===== src/rtl/ifu_fetch_pkg.sv =====
// ---------------------------------------------------------------------------
// ifu_fetch_pkg
// Shared core definitions for the instruction fetch path.
//   PC_STEP       : byte distance between consecutive instruction words
//   RST_PC_DEF    : default fetch PC after reset
//   fetch_entry_t : {pc, ir} pair handed from fetch to the decoder stage
// ---------------------------------------------------------------------------
package ifu_fetch_pkg;

    localparam logic [31:0] PC_STEP    = 32'd4;
    localparam logic [31:0] RST_PC_DEF = 32'h0000_0000;

    typedef struct packed {
        logic [31:0] pc;
        logic [31:0] ir;
    } fetch_entry_t;

endpackage


===== src/rtl/ifu_fetch_chk.sv =====
// ---------------------------------------------------------------------------
// ifu_fetch_chk
// Protocol checker for the fetch credit counters.
//   clk, rst_n  : clock, asynchronous active-low reset
//   rsp_vld_i   : response valid from the bus interface
//   os_cnt_i    : outstanding request count
//   drop_cnt_i  : count of outstanding responses to be discarded
// ---------------------------------------------------------------------------
module ifu_fetch_chk #(
    parameter int CW = 2
) (
    input logic          clk,
    input logic          rst_n,
    input logic          rsp_vld_i,
    input logic [CW-1:0] os_cnt_i,
    input logic [CW-1:0] drop_cnt_i
);

    // A response always belongs to a request that is still outstanding.
    a_rsp_has_os: assert property (@(posedge clk) disable iff (!rst_n)
        rsp_vld_i |-> (os_cnt_i != {CW{1'b0}}));

    // Only outstanding requests can be marked for discard.
    a_drop_le_os: assert property (@(posedge clk) disable iff (!rst_n)
        drop_cnt_i <= os_cnt_i);

endmodule


===== src/rtl/ifu_fetch_sync_fifo.sv =====
// ---------------------------------------------------------------------------
// ifu_fetch_sync_fifo
// Single-clock FIFO, DEPTH (power of 2, >= 2) entries of W bits.
//   clk, rst_n  : clock, asynchronous active-low reset
//   flush_i     : empties the FIFO; overrides any same-cycle push or pop
//   wr_en_i     : push wr_data_i (caller guarantees a free slot or a same-cycle pop)
//   rd_en_i     : pop the head (caller guarantees non-empty)
//   rd_data_o   : head entry
//   count_o     : current occupancy, 0..DEPTH
// ---------------------------------------------------------------------------
module ifu_fetch_sync_fifo #(
    parameter int DEPTH = 2,
    parameter int W     = 32
) (
    input  logic                       clk,
    input  logic                       rst_n,
    input  logic                       flush_i,
    input  logic                       wr_en_i,
    input  logic [W-1:0]               wr_data_i,
    input  logic                       rd_en_i,
    output logic [W-1:0]               rd_data_o,
    output logic [$clog2(DEPTH+1)-1:0] count_o
);

    localparam int PW = $clog2(DEPTH);
    localparam int CW = $clog2(DEPTH + 1);
    localparam logic [PW-1:0] PTR_ONE  = PW'(1);
    localparam logic [PW-1:0] PTR_ZERO = PW'(0);
    localparam logic [CW-1:0] CNT_ONE  = CW'(1);
    localparam logic [CW-1:0] CNT_ZERO = CW'(0);

    logic [W-1:0]  mem_q [DEPTH];
    logic [PW-1:0] wr_ptr_q, wr_ptr_d;
    logic [PW-1:0] rd_ptr_q, rd_ptr_d;
    logic [CW-1:0] cnt_q, cnt_d;

    // Pointer/occupancy next state; flush wins over push and pop.
    always_comb begin
        wr_ptr_d = wr_ptr_q;
        rd_ptr_d = rd_ptr_q;
        cnt_d    = cnt_q;
        if (flush_i) begin
            wr_ptr_d = PTR_ZERO;
            rd_ptr_d = PTR_ZERO;
            cnt_d    = CNT_ZERO;
        end else begin
            if (wr_en_i) begin
                wr_ptr_d = wr_ptr_q + PTR_ONE;
            end else begin
                wr_ptr_d = wr_ptr_q;
            end
            if (rd_en_i) begin
                rd_ptr_d = rd_ptr_q + PTR_ONE;
            end else begin
                rd_ptr_d = rd_ptr_q;
            end
            cnt_d = cnt_q + (wr_en_i ? CNT_ONE : CNT_ZERO) - (rd_en_i ? CNT_ONE : CNT_ZERO);
        end
    end

    // Storage array, pointers and occupancy registers.
    always_ff @(posedge clk or negedge rst_n) begin
        if (!rst_n) begin
            for (int i = 0; i < DEPTH; i++) begin
                mem_q[i] <= {W{1'b0}};
            end
            wr_ptr_q <= PTR_ZERO;
            rd_ptr_q <= PTR_ZERO;
            cnt_q    <= CNT_ZERO;
        end else begin
            if (wr_en_i && !flush_i) begin
                mem_q[wr_ptr_q] <= wr_data_i;
            end
            wr_ptr_q <= wr_ptr_d;
            rd_ptr_q <= rd_ptr_d;
            cnt_q    <= cnt_d;
        end
    end

    assign rd_data_o = mem_q[rd_ptr_q];
    assign count_o   = cnt_q;

endmodule


===== src/rtl/ifu_fetch.sv =====
// ---------------------------------------------------------------------------
// ifu_fetch
// Instruction fetch unit, initiator side of the ifetch request/response bus.
// Issues sequential word-aligned fetches, queues returned words in order and
// hands (pc, ir) pairs to the decoder. A redirect flushes the queue and marks
// every in-flight response for discard.
//   clk, rst_n                   : clock, asynchronous active-low reset
//   req_vld_o/req_rdy_i/req_pc_o : fetch request channel
//   rsp_vld_i/rsp_ir_i           : in-order response channel
//   redirect_vld_i/redirect_pc_i : control-flow redirect (pc[1:0] ignored)
//   inst_vld_o/inst_rdy_i        : decoder handshake
//   inst_ir_o/inst_pc_o          : delivered instruction word and its PC
// ---------------------------------------------------------------------------
module ifu_fetch
    import ifu_fetch_pkg::*;
#(
    parameter int            AW       = 32,
    parameter int            DW       = 32,
    parameter logic [AW-1:0] RST_PC   = RST_PC_DEF,
    parameter int            FQ_DEPTH = 2,
    parameter int            MAX_OS   = 2
) (
    input  logic          clk,
    input  logic          rst_n,
    output logic          req_vld_o,
    input  logic          req_rdy_i,
    output logic [AW-1:0] req_pc_o,
    input  logic          rsp_vld_i,
    input  logic [DW-1:0] rsp_ir_i,
    input  logic          redirect_vld_i,
    input  logic [AW-1:0] redirect_pc_i,
    output logic          inst_vld_o,
    input  logic          inst_rdy_i,
    output logic [DW-1:0] inst_ir_o,
    output logic [AW-1:0] inst_pc_o
);

    localparam int CW = $clog2(FQ_DEPTH + 1);
    localparam logic [AW-1:0] STEP     = AW'(PC_STEP);
    localparam logic [AW-1:0] ALIGN    = ~AW'(32'd3);
    localparam logic [CW-1:0] CNT_ONE  = CW'(1);
    localparam logic [CW-1:0] CNT_ZERO = CW'(0);
    localparam logic [CW-1:0] MAX_OS_W = CW'(MAX_OS);
    localparam logic [CW:0]   FQ_W     = (CW + 1)'(FQ_DEPTH);

    logic          run_q;
    logic [AW-1:0] fetch_pc_q, fetch_pc_d;
    logic [AW-1:0] deq_pc_q, deq_pc_d;
    logic [CW-1:0] os_cnt_q, os_cnt_d;
    logic [CW-1:0] drop_cnt_q, drop_cnt_d;

    logic [CW-1:0] q_cnt_s;
    logic [DW-1:0] q_head_s;
    logic [CW:0]   credit_s;
    logic          req_vld_s;
    logic          req_hs_s;
    logic          inst_vld_s;
    logic          deq_hs_s;
    logic          drop_now_s;
    logic          q_wr_s;
    logic          q_rd_s;

    // Issue gate from registers only: live requests plus queued words must fit the queue.
    always_comb begin
        credit_s  = {1'b0, os_cnt_q} - {1'b0, drop_cnt_q} + {1'b0, q_cnt_s};
        req_vld_s = run_q && (os_cnt_q < MAX_OS_W) && (credit_s < FQ_W);
    end

    // Handshakes and queue controls; a redirect discards any arriving word.
    always_comb begin
        req_hs_s   = req_vld_s && req_rdy_i;
        inst_vld_s = (q_cnt_s != CNT_ZERO);
        deq_hs_s   = inst_vld_s && inst_rdy_i;
        drop_now_s = rsp_vld_i && (drop_cnt_q != CNT_ZERO);
        q_wr_s     = rsp_vld_i && !drop_now_s && !redirect_vld_i;
        q_rd_s     = deq_hs_s && !redirect_vld_i;
    end

    // PC and credit next state; redirect overrides every other update.
    always_comb begin
        fetch_pc_d = fetch_pc_q;
        deq_pc_d   = deq_pc_q;
        drop_cnt_d = drop_cnt_q;
        os_cnt_d   = os_cnt_q + (req_hs_s ? CNT_ONE : CNT_ZERO) - (rsp_vld_i ? CNT_ONE : CNT_ZERO);
        if (redirect_vld_i) begin
            fetch_pc_d = redirect_pc_i & ALIGN;
            deq_pc_d   = redirect_pc_i & ALIGN;
            // Everything still in flight after this edge belongs to the old path.
            drop_cnt_d = os_cnt_d;
        end else begin
            if (req_hs_s) begin
                fetch_pc_d = fetch_pc_q + STEP;
            end else begin
                fetch_pc_d = fetch_pc_q;
            end
            if (deq_hs_s) begin
                deq_pc_d = deq_pc_q + STEP;
            end else begin
                deq_pc_d = deq_pc_q;
            end
            if (drop_now_s) begin
                drop_cnt_d = drop_cnt_q - CNT_ONE;
            end else begin
                drop_cnt_d = drop_cnt_q;
            end
        end
    end

    // State registers; run rises on the first edge after reset release.
    always_ff @(posedge clk or negedge rst_n) begin
        if (!rst_n) begin
            run_q      <= 1'b0;
            fetch_pc_q <= RST_PC;
            deq_pc_q   <= RST_PC;
            os_cnt_q   <= CNT_ZERO;
            drop_cnt_q <= CNT_ZERO;
        end else begin
            run_q      <= 1'b1;
            fetch_pc_q <= fetch_pc_d;
            deq_pc_q   <= deq_pc_d;
            os_cnt_q   <= os_cnt_d;
            drop_cnt_q <= drop_cnt_d;
        end
    end

    ifu_fetch_sync_fifo #(
        .DEPTH (FQ_DEPTH),
        .W     (DW)
    ) u_iq (
        .clk       (clk),
        .rst_n     (rst_n),
        .flush_i   (redirect_vld_i),
        .wr_en_i   (q_wr_s),
        .wr_data_i (rsp_ir_i),
        .rd_en_i   (q_rd_s),
        .rd_data_o (q_head_s),
        .count_o   (q_cnt_s)
    );

    ifu_fetch_chk #(
        .CW (CW)
    ) u_chk (
        .clk        (clk),
        .rst_n      (rst_n),
        .rsp_vld_i  (rsp_vld_i),
        .os_cnt_i   (os_cnt_q),
        .drop_cnt_i (drop_cnt_q)
    );

    assign req_vld_o  = req_vld_s;
    assign req_pc_o   = fetch_pc_q;
    assign inst_vld_o = inst_vld_s;
    assign inst_ir_o  = q_head_s;
    assign inst_pc_o  = deq_pc_q;

endmodule


===== config.mk =====
export PLATFORM = sky130hd
export DESIGN_NAME = ifu_fetch
export DESIGN_NICKNAME = d
export VERILOG_FILES = /design/src/rtl/ifu_fetch_pkg.sv /design/src/rtl/ifu_fetch_chk.sv /design/src/rtl/ifu_fetch_sync_fifo.sv /design/src/rtl/ifu_fetch.sv
export SDC_FILE = /design/constraint.sdc
export NUM_CORES = 1
export LEC_CHECK = 0
export CAP_MARGIN = 20
export CORE_ASPECT_RATIO = 0.8
export CORE_UTILIZATION = 40
export DETAILED_ROUTE_END_ITERATION = 10
export PLACE_DENSITY_LB_ADDON = 0.3
export SLEW_MARGIN = 40
export SYNTH_ARGS = -nofsm -noshare
export SYNTH_HDL_FRONTEND = slang
export SYNTH_SLANG_ARGS = --single-unit
export TNS_END_PERCENT = 1

===== constraint.sdc =====
create_clock -name clk -period 9.2 [get_ports clk]
set_clock_uncertainty 0.1 [all_clocks]
set_input_delay 1.38 -clock clk [delete_from_list [all_inputs] [get_ports clk]]
set_output_delay 1.38 -clock clk [all_outputs]
set_load 0.05 [all_outputs]

Word-level counts from Yosys, hierarchy flattened
Cells that the tools add are included.
Word-level totals
  register bits: 137
  memories: 0
  RAM bits: 0
  latch bits: 0
  word-level logic and storage cells: 68
  bits of input ports: 70
  output and inout port bits: 98
  ROM bits: 0
Operators by class
  add/subtract/negate cells: 11
  muxes and demuxes: 21
  div/mod/pow operators: 0
  multipliers: 0
  reduce and logical (&&, ||, !) cells: 19
  $lt $le $gt $ge: 5
  shift operators: 0
  equality and inequality tests: 0
  bitwise operators: 2
Operators with widths (number)
  32-bit 2-to-1 mux: 8
  32-bit by 3-bit adder with 32-bit output (second input constant): 2
  64-bit bitwise mux: 1
  32-bit demux with 1-bit select: 1
  2-bit nonzero test: 7
  1-bit logical AND: 10
  1-bit 2-to-1 mux: 8
  2-bit 2-to-1 mux: 3
  2-bit >= comparator (second input constant): 2
  1-bit NOT with 2-bit output: 2
  3-bit by 2-bit adder with 3-bit output: 1
  3-bit by 2-bit < comparator with 1-bit output (second input constant): 1
  2-bit by 2-bit subtractor with 3-bit output: 1
  1-bit adder (second input constant): 2
  2-bit by 1-bit adder with 2-bit output: 1
  2-bit adder: 1
  1-bit logical NOT: 2
  2-bit by 1-bit < comparator with 1-bit output (second input constant): 1
  2-bit < comparator (second input constant): 1
  2-bit by 1-bit subtractor with 2-bit output: 1
  2-bit by 1-bit subtractor with 2-bit output (second input constant): 1
  2-bit subtractor: 1

Depth between registers and ports, before layout
Gate-level depths: netlist of the first run.
  word-level depth: 9
  mapped depth: 13
  mapped depth without buffers: 13

Cells and area by module
A second synthesis of the first run with hierarchy kept.
Second synthesis, totals
  cell total of the unflattened synthesis: 644
  area, all modules: 7100.6 um^2
By module, submodules not included
  ifu_fetch: area each 4101.4 um^2, cells an instance 457, seq. area each 1626.6 um^2, instances 1
  ifu_fetch_sync_fifo: area each 2999.1 um^2, cells an instance 187, seq. area each 1701.6 um^2, instances 1

Worst setup path after synthesis of the first run
Ideal clock, no wire load.
  path type: register to output
  start: register os_cnt_q[1]
  end: output port req_vld_o
  buffers on the path: 1
  data required time: 7.720 ns
  arrival: 2.206 ns
  cell stages (with the launch flop): 7
  path slack: 5.514 ns
  path through: dfrtp_1 fa_1 inv_1 fa_1 and3b_1 clkbuf_1 and2_2
Between the ends
  longest elaborated chain between the ends: 4
  elaborated cells between the ends (all ways): 6
  those cells by class: add/sub: 2; order compare: 2; reduce/logical: 2
RTL lines
  start, declared: RTL line ifu_fetch.sv:49  | logic [CW-1:0] os_cnt_q, os_cnt_d;
  start signal, assigned: RTL line ifu_fetch.sv:121  | os_cnt_q <= os_cnt_d;
  2-bit by 2-bit subtractor with 3-bit output: RTL line ifu_fetch.sv:65  | credit_s = {1'b0, os_cnt_q} - {1'b0, drop_cnt_q} + {1'b0, q_cnt_s};
  3-bit by 2-bit adder with 3-bit output: RTL line ifu_fetch.sv:65
  3-bit by 2-bit < comparator with 1-bit output: RTL line ifu_fetch.sv:66  | req_vld_s = run_q && (os_cnt_q < MAX_OS_W) && (credit_s < FQ_W);
  1-bit logical AND *: RTL line ifu_fetch.sv:66
  end, declared: RTL line ifu_fetch.sv:25  | output logic req_vld_o,
Mark *: on every way between the ends. The rest lies on a longest branch, timed or not.

Final worst setup path of the first run
Same ends and word-level chain as after synthesis.

==> impl_results.md, run 1 <==
- Routed via count divided by cell count: 5.704
- Hold Crit Class: flip-flop to flip-flop
- Number of synthesized flops with an enable pin: 0
- Layout cell share with drive strength beyond 1: 20.17%
- End point of the critical path: req_vld_o
- Distinct cell type count after synthesis: 56
- Standard-cell row count: 43
- Flops & latches, synth: 133
- Critical path fanouts, max: 10
- Portion of the clock cycle consumed by the worst path in the final layout: 53.29%
- Initial core utilization: 40.97%
- Finished Cell Area: 0.009492 mm2
- Synth Flop Type: dfrtp_1
- Slew Limit Headroom: 50.73%
- Placer congestion estimate: 0.9010
- Slowest stage delay, CP: 0.80 ns
- # clock sinks: 133
- CTS tree: yes
- Net count of the finished layout: 885
- Library cell with the highest instance count after synthesis: dfrtp_1
- Met3 capacity usage during global routing: 5.038%
- Area of placed instances: 0.008877 mm2
- Switching Share: 41.75%
- Clock slew at the register clock pins of the worst setup and hold paths: 0.06 ns
- Total overflow reported by the global router: 0
- Max-slew violations: 0
- Number of instances in the synthesized netlist: 657
- Die area: 0.01834 mm2
- Outcome: finished clean
- Via count of the first global-routing pass: 5678
- P&R area growth vs syn: 33.30%
- Clk root buf: clkbuf_16
- Leading post-synthesis cells by instance count: dfrtp_1 (133), mux2_2 (106), nor2_1 (37)
- Final count of hold timing violations: 0
- RSZ-0062 raised after global routing: false
- Max H-tree Level: 4
- Power share of the sequential group: 31.6%
- Sequential cell area fraction in the yosys report: 46.74%
- Leading cell types by total area after synthesis: dfrtp_1 (47%), mux2_2 (17%), nor2_1 (2.0%), a31oi_1 (1.8%), nor4_1 (1.8%)
- First-pass GRT wire length: 30.66 mm
- Setup crit start kind: flip-flop
- Post-CTS Setup Bufs: 0
- Type of the worst setup path: flip-flop to primary output
- Setup_tns: 0 ns
- Static power due to leakage: 3.841 nW
- End of the worst register-to-register path: drop_cnt_q[1]
- Maximum achievable frequency: 204.0 MHz
- Top cell type's share of synthesized area: 46.74%
- Clock insertion delay at the later pin of the skew report: 0.43 ns
- Register-to-Register Path Depth: 12
- Maximum number of pins on one net before global-route repair: 83
- Core region area: 0.01738 mm2
- Number of hold buffers added after CTS: 0
- Bufs on Longest Clock Path: 2
- Floorplan die width: 151.2 um
- DR WL/cell: 18.93 um
- Part of the power in combinational logic: 44.9%
- GR peak layer: met2
- Remaining routing DRC violations: 0
- Met1 Track Usage GR: 31.23%
- Router iterations before antenna repair: 4
- Endpoint required time on the critical path: 7.72 ns
- Global-route met2 utilization: 32.94%
- All-layer global routing usage: 22.10%
- Routed via count: 5955
- Detailed Place HPWL: 13.99 mm
- Count of buffers from port buffering: 161
- Detail Route Antenna Nets: 0
- Capturing element type of the critical path: primary output
- Count of pins on the block boundary: 168
- Area of the mapped netlist: 0.007121 mm2
- CP max-delay cell: clkdlybuf4s50_1
- Register-to-register setup slack: 5.83 ns
- Number of clock buffers inserted by TritonCTS: 17
- Number of setup violations in the final report: 0
- Crit-path cells: fa_1, inv_1, fa_1, xnor2_2, and2_2, clkdlybuf4s50_1
- First element of the critical path: os_cnt_q[1]
- Number of antenna violations at the first check in global routing: 0
- Asr flop ratio synth: 100.0%
- Crit-path most repeated cell: fa_1
- P per Cell Area: 298.8 mW/mm2
- Syn avg cell area: 10.84 um2
- Worst R2R Start: os_cnt_q[1]
- Power spent charging and discharging nets: 0.001184 W
- Largest voltage drop on the vdd net: 140.8 uV
- Ys Warns: 0
- Initial detailed-routing violation count: 354
- Pint: 0.001652 W
- Reported max-cap violation count: 0
- Power share of the clock group: 23.5%
- Library cell with the largest summed area after synthesis: dfrtp_1
- Final Routed Wirelength: 19.77 mm
- Arrival time of the worst setup path: 3.42 ns
- Cells resized by post-CTS repair: 0
- Tmin final: 4.903 ns
- Height of the die: 121.3 um
- Transition time of the tightest slew-check pin: 0.7391 ns
[cell type report]
cell class / instances / area [um2]
clock buffer: 17 / 425.4
tap: 225 / 281.5
antenna: 1 / 2.502
clock inverter: 15 / 158.9
timing repair buffer: 169 / 1688
multi-input combinational: 472 / 3562
sequential: 133 / 3328
inverter: 12 / 45.04
fill: 1469 / 7886
[power by group through the flow]
| stage | logic [W] | clock network [W] | registers [W] |
|---|---|---|---|
| 4_1_cts | 0.00128 | 0.000679 | 0.000897 |
| 2_1_floorplan | 0.000822 | 0 | 0.000965 |
| 3_3_place_gp | 0.00125 | 0 | 0.000885 |
| 6_report | 0.00127 | 0.000667 | 0.000897 |
| 5_1_grt | 0.00135 | 0.000707 | 0.000921 |
| 3_5_place_dp | 0.00128 | 0 | 0.000906 |
[critical path: cells and delay by family, from the launching register on]
kind,cells,cell delay (ns)
DFF,1,0.45
xor gates and xnor gates,1,0.41
and+or+nand+nor,1,0.25
buffers and inverters,2,0.85
adders and majority gates,2,1.04
[cells in the final DEF, fill, tap and decap left out, drive strengths merged, types with 12 or more instances in the layout]
master / synthesis / routed
nor3: 18 / 18
clkdlybuf4s50: 0 / 159
o21ai: 12 / 12
nand2: 31 / 31
o31ai: 15 / 15
xnor2: 14 / 14
mux2: 106 / 106
inv: 12 / 22
nor2: 37 / 37
nor4: 21 / 21
a21oi: 12 / 12
nand4: 21 / 21
and3: 20 / 20
a31oi: 20 / 20
a211oi: 13 / 13
dfrtp: 133 / 133
nand3: 21 / 21
clkbuf: 21 / 17
[worst min path at each step]
stage / from / endpoint / slack (ns) / cells past startpoint
after floorplan: u_iq.mem_q[7] / u_iq.mem_q[7] / 0.37 / 1
after global routing: u_iq.mem_q[1] / u_iq.mem_q[1] / 0.41 / 1
after CTS: u_iq.mem_q[1] / u_iq.mem_q[1] / 0.41 / 1
after detailed placement: u_iq.mem_q[1] / u_iq.mem_q[1] / 0.39 / 1
after global placement: u_iq.mem_q[7] / u_iq.mem_q[7] / 0.38 / 1
final: u_iq.mem_q[1] / u_iq.mem_q[1] / 0.40 / 1
[per-stage QoR]
step                      setup WS [ns]  instances  power, W  utilization [%]  hold slack (ns)
final                             4.297       1044  0.002836            54.62           0.4030
after floorplan                   5.514        660  0.001787                -           0.3736
after global placement            4.764       1010  0.002134            51.03           0.3806
after CTS                         4.281       1042  0.002856            54.45           0.4059
after detailed placement          4.755       1010  0.002181            51.08           0.3916
after global routing              4.161       1043  0.002975            54.60           0.4117
[kinds of logic (layout without fill, tap and decap cells)]
| family | after synthesis | count (layout) | synth area share (%) |
|---|---|---|---|
| xor gates and xnor gates | 23 | 23 | 2.935 |
| adders and majority gates | 10 | 10 | 1.968 |
| DFF | 133 | 133 | 46.74 |
| muxes | 109 | 109 | 17.18 |
| buffers and inverters | 55 | 213 | 3.532 |
| AOI/OAI and AO/OA | 95 | 95 | 9.313 |
| other | 2 | 6 | 0.1055 |
| and+or+nand+nor | 230 | 230 | 18.22 |
[flip-flops by register name, summed over array words and instances (netlist names)]
register	cells
u_iq.rd_ptr_q	1
inst_pc_o	30
u_iq.wr_ptr_q	1
run_q	1
os_cnt_q	2
req_pc_o	30
u_iq.mem_q	64
u_iq.count_o	2
drop_cnt_q	2
[metal layers]
metal	part of all wire (%)	wire length (um)	vias to the layer above
li1	-	-	2775
met2	46	9145	191
met3	5.6	1116	26
met5	0	0	-
met1	46	9082	2963
met4	2.1	420	0
No activity file was read; power rests on OpenSTA's default activity.
==> run 2: changes to the inputs <==
Clock period 9.2 ns to 5.1 ns, I/O delays scaled along.
==> impl_results.md, run 2 (synthesized netlist as in run 1, its figures left out) <==
- Inserted Diodes: 0 (was 1)
- Via count of the first global-routing pass: 5667 (was 5678)
- # clock sinks: 133 (unchanged)
- Type of the worst setup path: flip-flop to primary output (unchanged)
- Worst hold-check slack: 0.2959 ns (was 0.4030 ns)
- Total overflow reported by the global router: 0 (unchanged)
- Part of the power in combinational logic: 44.7% (was 44.9%)
- RSZ-0062 raised after global routing: false (unchanged)
- Transition time of the tightest slew-check pin: 0.7267 ns (was 0.7391 ns)
- Arrival time of the worst setup path: 3.41 ns (was 3.42 ns)
- Capturing element type of the critical path: primary output (unchanged)
- Portion of the clock cycle consumed by the worst path in the final layout: 83.92%
- Static power due to leakage: 3.838 nW (was 3.841 nW)
- Final cell count without fillers: 1042 (was 1044)
- Final Routed Wirelength: 19.82 mm (was 19.77 mm)
- Worst R2R Start: os_cnt_q[1] (unchanged)
- Core occupancy in the finished layout: 54.58% (was 54.62%)
- Max H-tree Level: 4 (unchanged)
- P per Cell Area: 544.5 mW/mm2 (was 298.8 mW/mm2)
- First-pass GRT wire length: 30.84 mm (was 30.66 mm)
- Commonest cells after routing, fill and taps aside: clkdlybuf4s50_1 (159), dfrtp_1 (133), mux2_2 (106), nor2_1 (37), nand2_1 (30) (unchanged)
- Post-Place Cells: 1011 (was 1010)
- Largest voltage drop on the vdd net: 244.0 uV (was 140.8 uV)
- Switching Share: 40.02% (was 41.75%)
- End point of the critical path: req_vld_o (unchanged)
- Slew Limit Headroom: 51.55% (was 50.73%)
- Number of antenna violations at the first check in global routing: 0 (unchanged)
- Routed via count: 5996 (was 5955)
- Initial detailed-routing violation count: 408 (was 354)
- Setup crit start kind: flip-flop (unchanged)
- Count of buffers from port buffering: 161 (unchanged)
- Multi-input gate area in the final layout: 0.003562 mm2 (unchanged)
- Number of hold buffers added after CTS: 0 (unchanged)
- Floorplan die width: 151.2 um (unchanged)
- Tmin final: 4.280 ns
- Clock insertion delay at the later pin of the skew report: 0.42 ns (was 0.43 ns)
- Max-slew violations: 0 (unchanged)
- Remaining routing DRC violations: 0 (unchanged)
- CTS tree: yes (unchanged)
- Initial core utilization: 40.97% (unchanged)
- Placer congestion estimate: 0.9008 (was 0.9010)
- Detailed Place HPWL: 14.13 mm (was 13.99 mm)
- Clk root buf: clkbuf_16 (unchanged)
- End of the worst register-to-register path: drop_cnt_q[1] (unchanged)
- Critical path fanouts, max: 10 (unchanged)
- DR WL/cell: 19.02 um (was 18.93 um)
- Detail Route Antenna Nets: 0 (unchanged)
- Final count of hold timing violations: 0 (unchanged)
- Power spent charging and discharging nets: 0.002067 W (was 0.001184 W)
- Crit-path cells: fa_1, inv_1, fa_1, xnor2_2, and2_2, clkdlybuf4s50_1 (unchanged)
- First element of the critical path: os_cnt_q[1] (unchanged)
- Number of setup violations in the final report: 0 (unchanged)
- All-layer global routing usage: 22.13% (was 22.10%)
- Height of the die: 121.3 um (unchanged)
- Core region area: 0.01738 mm2 (unchanged)
- P&R area growth vs syn: 33.19% (was 33.30%)
- Sum of internal, switching and leakage power: 0.005164 W (was 0.002836 W)
- Register-to-Register Path Depth: 12 (unchanged)
- Standard-cell row count: 43 (unchanged)
- Flip-flop count of the largest register, all copies and words added: 64 (unchanged)
- Hold Crit Class: input port to asynchronous set/reset pin (was flip-flop to flip-flop)
- Post-CTS Setup Bufs: 0 (unchanged)
- Most frequent standard cell in the layout excluding fill and tap cells: clkdlybuf4s50_1 (unchanged)
- Net count of the finished layout: 885 (unchanged)
- Cells resized by post-CTS repair: 0 (unchanged)
- Register-to-register setup slack: 1.64 ns (was 5.83 ns)
- Outcome: finished clean (unchanged)
- CP max-delay cell: clkdlybuf4s50_1 (unchanged)
- Setup_tns: 0 ns (unchanged)
- Maximum achievable frequency: 233.7 MHz
- Power share of the clock group: 24.3% (was 23.5%)
- Router iterations before antenna repair: 5 (was 4)
- Endpoint required time on the critical path: 4.24 ns (was 7.72 ns)
- Most flop-heavy register: u_iq.mem_q (unchanged)
- Slowest stage delay, CP: 0.80 ns (about the same)
- Routed via count divided by cell count: 5.754 (was 5.704)
- Register cell area after layout: 0.003328 mm2 (unchanged)
- Power share of the sequential group: 31.0% (was 31.6%)
- Number of clock buffers inserted by TritonCTS: 17 (unchanged)
- Fill cells: 1498 (was 1469)
- Clock slew at the register clock pins of the worst setup and hold paths: 0.06 ns (about the same)
- Maximum number of pins on one net before global-route repair: 65 (was 83)
- Reported max-cap violation count: 0 (unchanged)
- Die area: 0.01834 mm2 (unchanged)
- Bufs on Longest Clock Path: 2 (unchanged)
- Count of pins on the block boundary: 168 (unchanged)
- Layout cell share with drive strength beyond 1: 20.07% (was 20.17%)
- Pint: 0.003097 W (was 0.001652 W)
- Crit-path most repeated cell: fa_1 (unchanged)
[run 2: cell count changes in the layout (fill, tap and decap cells not counted), sizes merged]
cell / before / now
clkinvlp: 2 / 3
diode: 1 / 0
inv: 22 / 16
bufinv: 0 / 3
clkinv: 3 / 4
[run 2: power groups by stage]
| stage | registers, W | logic [W] | clock network, W |
|---|---|---|---|
| finish | 0.00160 | 0.00231 | 0.00125 |
| global route | 0.00165 | 0.00244 | 0.00133 |
| CTS | 0.00160 | 0.00232 | 0.00128 |
| detailed placement | 0.00161 | 0.00231 | 0 |
| global placement | 0.00159 | 0.00226 | 0 |
| floorplan | 0.00174 | 0.00148 | 0 |
[run 2: cell type report]
cell class	count	share of cell area, %
clock buffers	17	4.485
clock inverters	14	1.873
inverters	12	0.4749
multi-input cells	472	37.56
flip-flops and latches	133	35.09
well taps	225	2.968
repair buffers	169	17.55
[run 2: per-layer routing]
layer | vias to the layer above | GRT usage, % | share of wire, %
met5 | - | 0 | 0
met2 | 234 | 33.60 | 47
met4 | 0 | 7.500 | 2.2
met1 | 2986 | 30.36 | 44
li1 | 2749 | - | -
met3 | 27 | 5.865 | 6.7
[run 2: worst min path at each step]
stage / from / endpoint / slack, ns / cells after the start
2_1_floorplan: rst_n / drop_cnt_q[0] / 0.37 / 0
3_3_place_gp: u_iq.mem_q[7] / u_iq.mem_q[7] / 0.38 / 1
3_5_place_dp: u_iq.mem_q[28] / u_iq.mem_q[28] / 0.39 / 1
4_1_cts: rst_n / u_iq.mem_q[12] / 0.31 / 1
5_1_grt: rst_n / u_iq.mem_q[12] / 0.34 / 1
6_report: rst_n / u_iq.mem_q[12] / 0.30 / 1
[run 2: critical path, delay by kind of cell (launching register included)]
kind,cells,cell delay (ns)
adder cells (fa/ha/maj),2,1.05
flip-flops,1,0.44
AND/OR/NAND/NOR,1,0.25
XOR/XNOR,1,0.41
buffers and inverters,2,0.86
[run 2: per-stage QoR]
| step | instance area [um2] | setup WS (ns) |
|---|---|---|
| floorplan | 7132 | 1.995 |
| global route | 9484 | 0.6934 |
| global placement | 8876 | 1.290 |
| CTS | 9484 | 0.7994 |
| finish | 9484 | 0.8201 |
| detailed placement | 8881 | 1.273 |
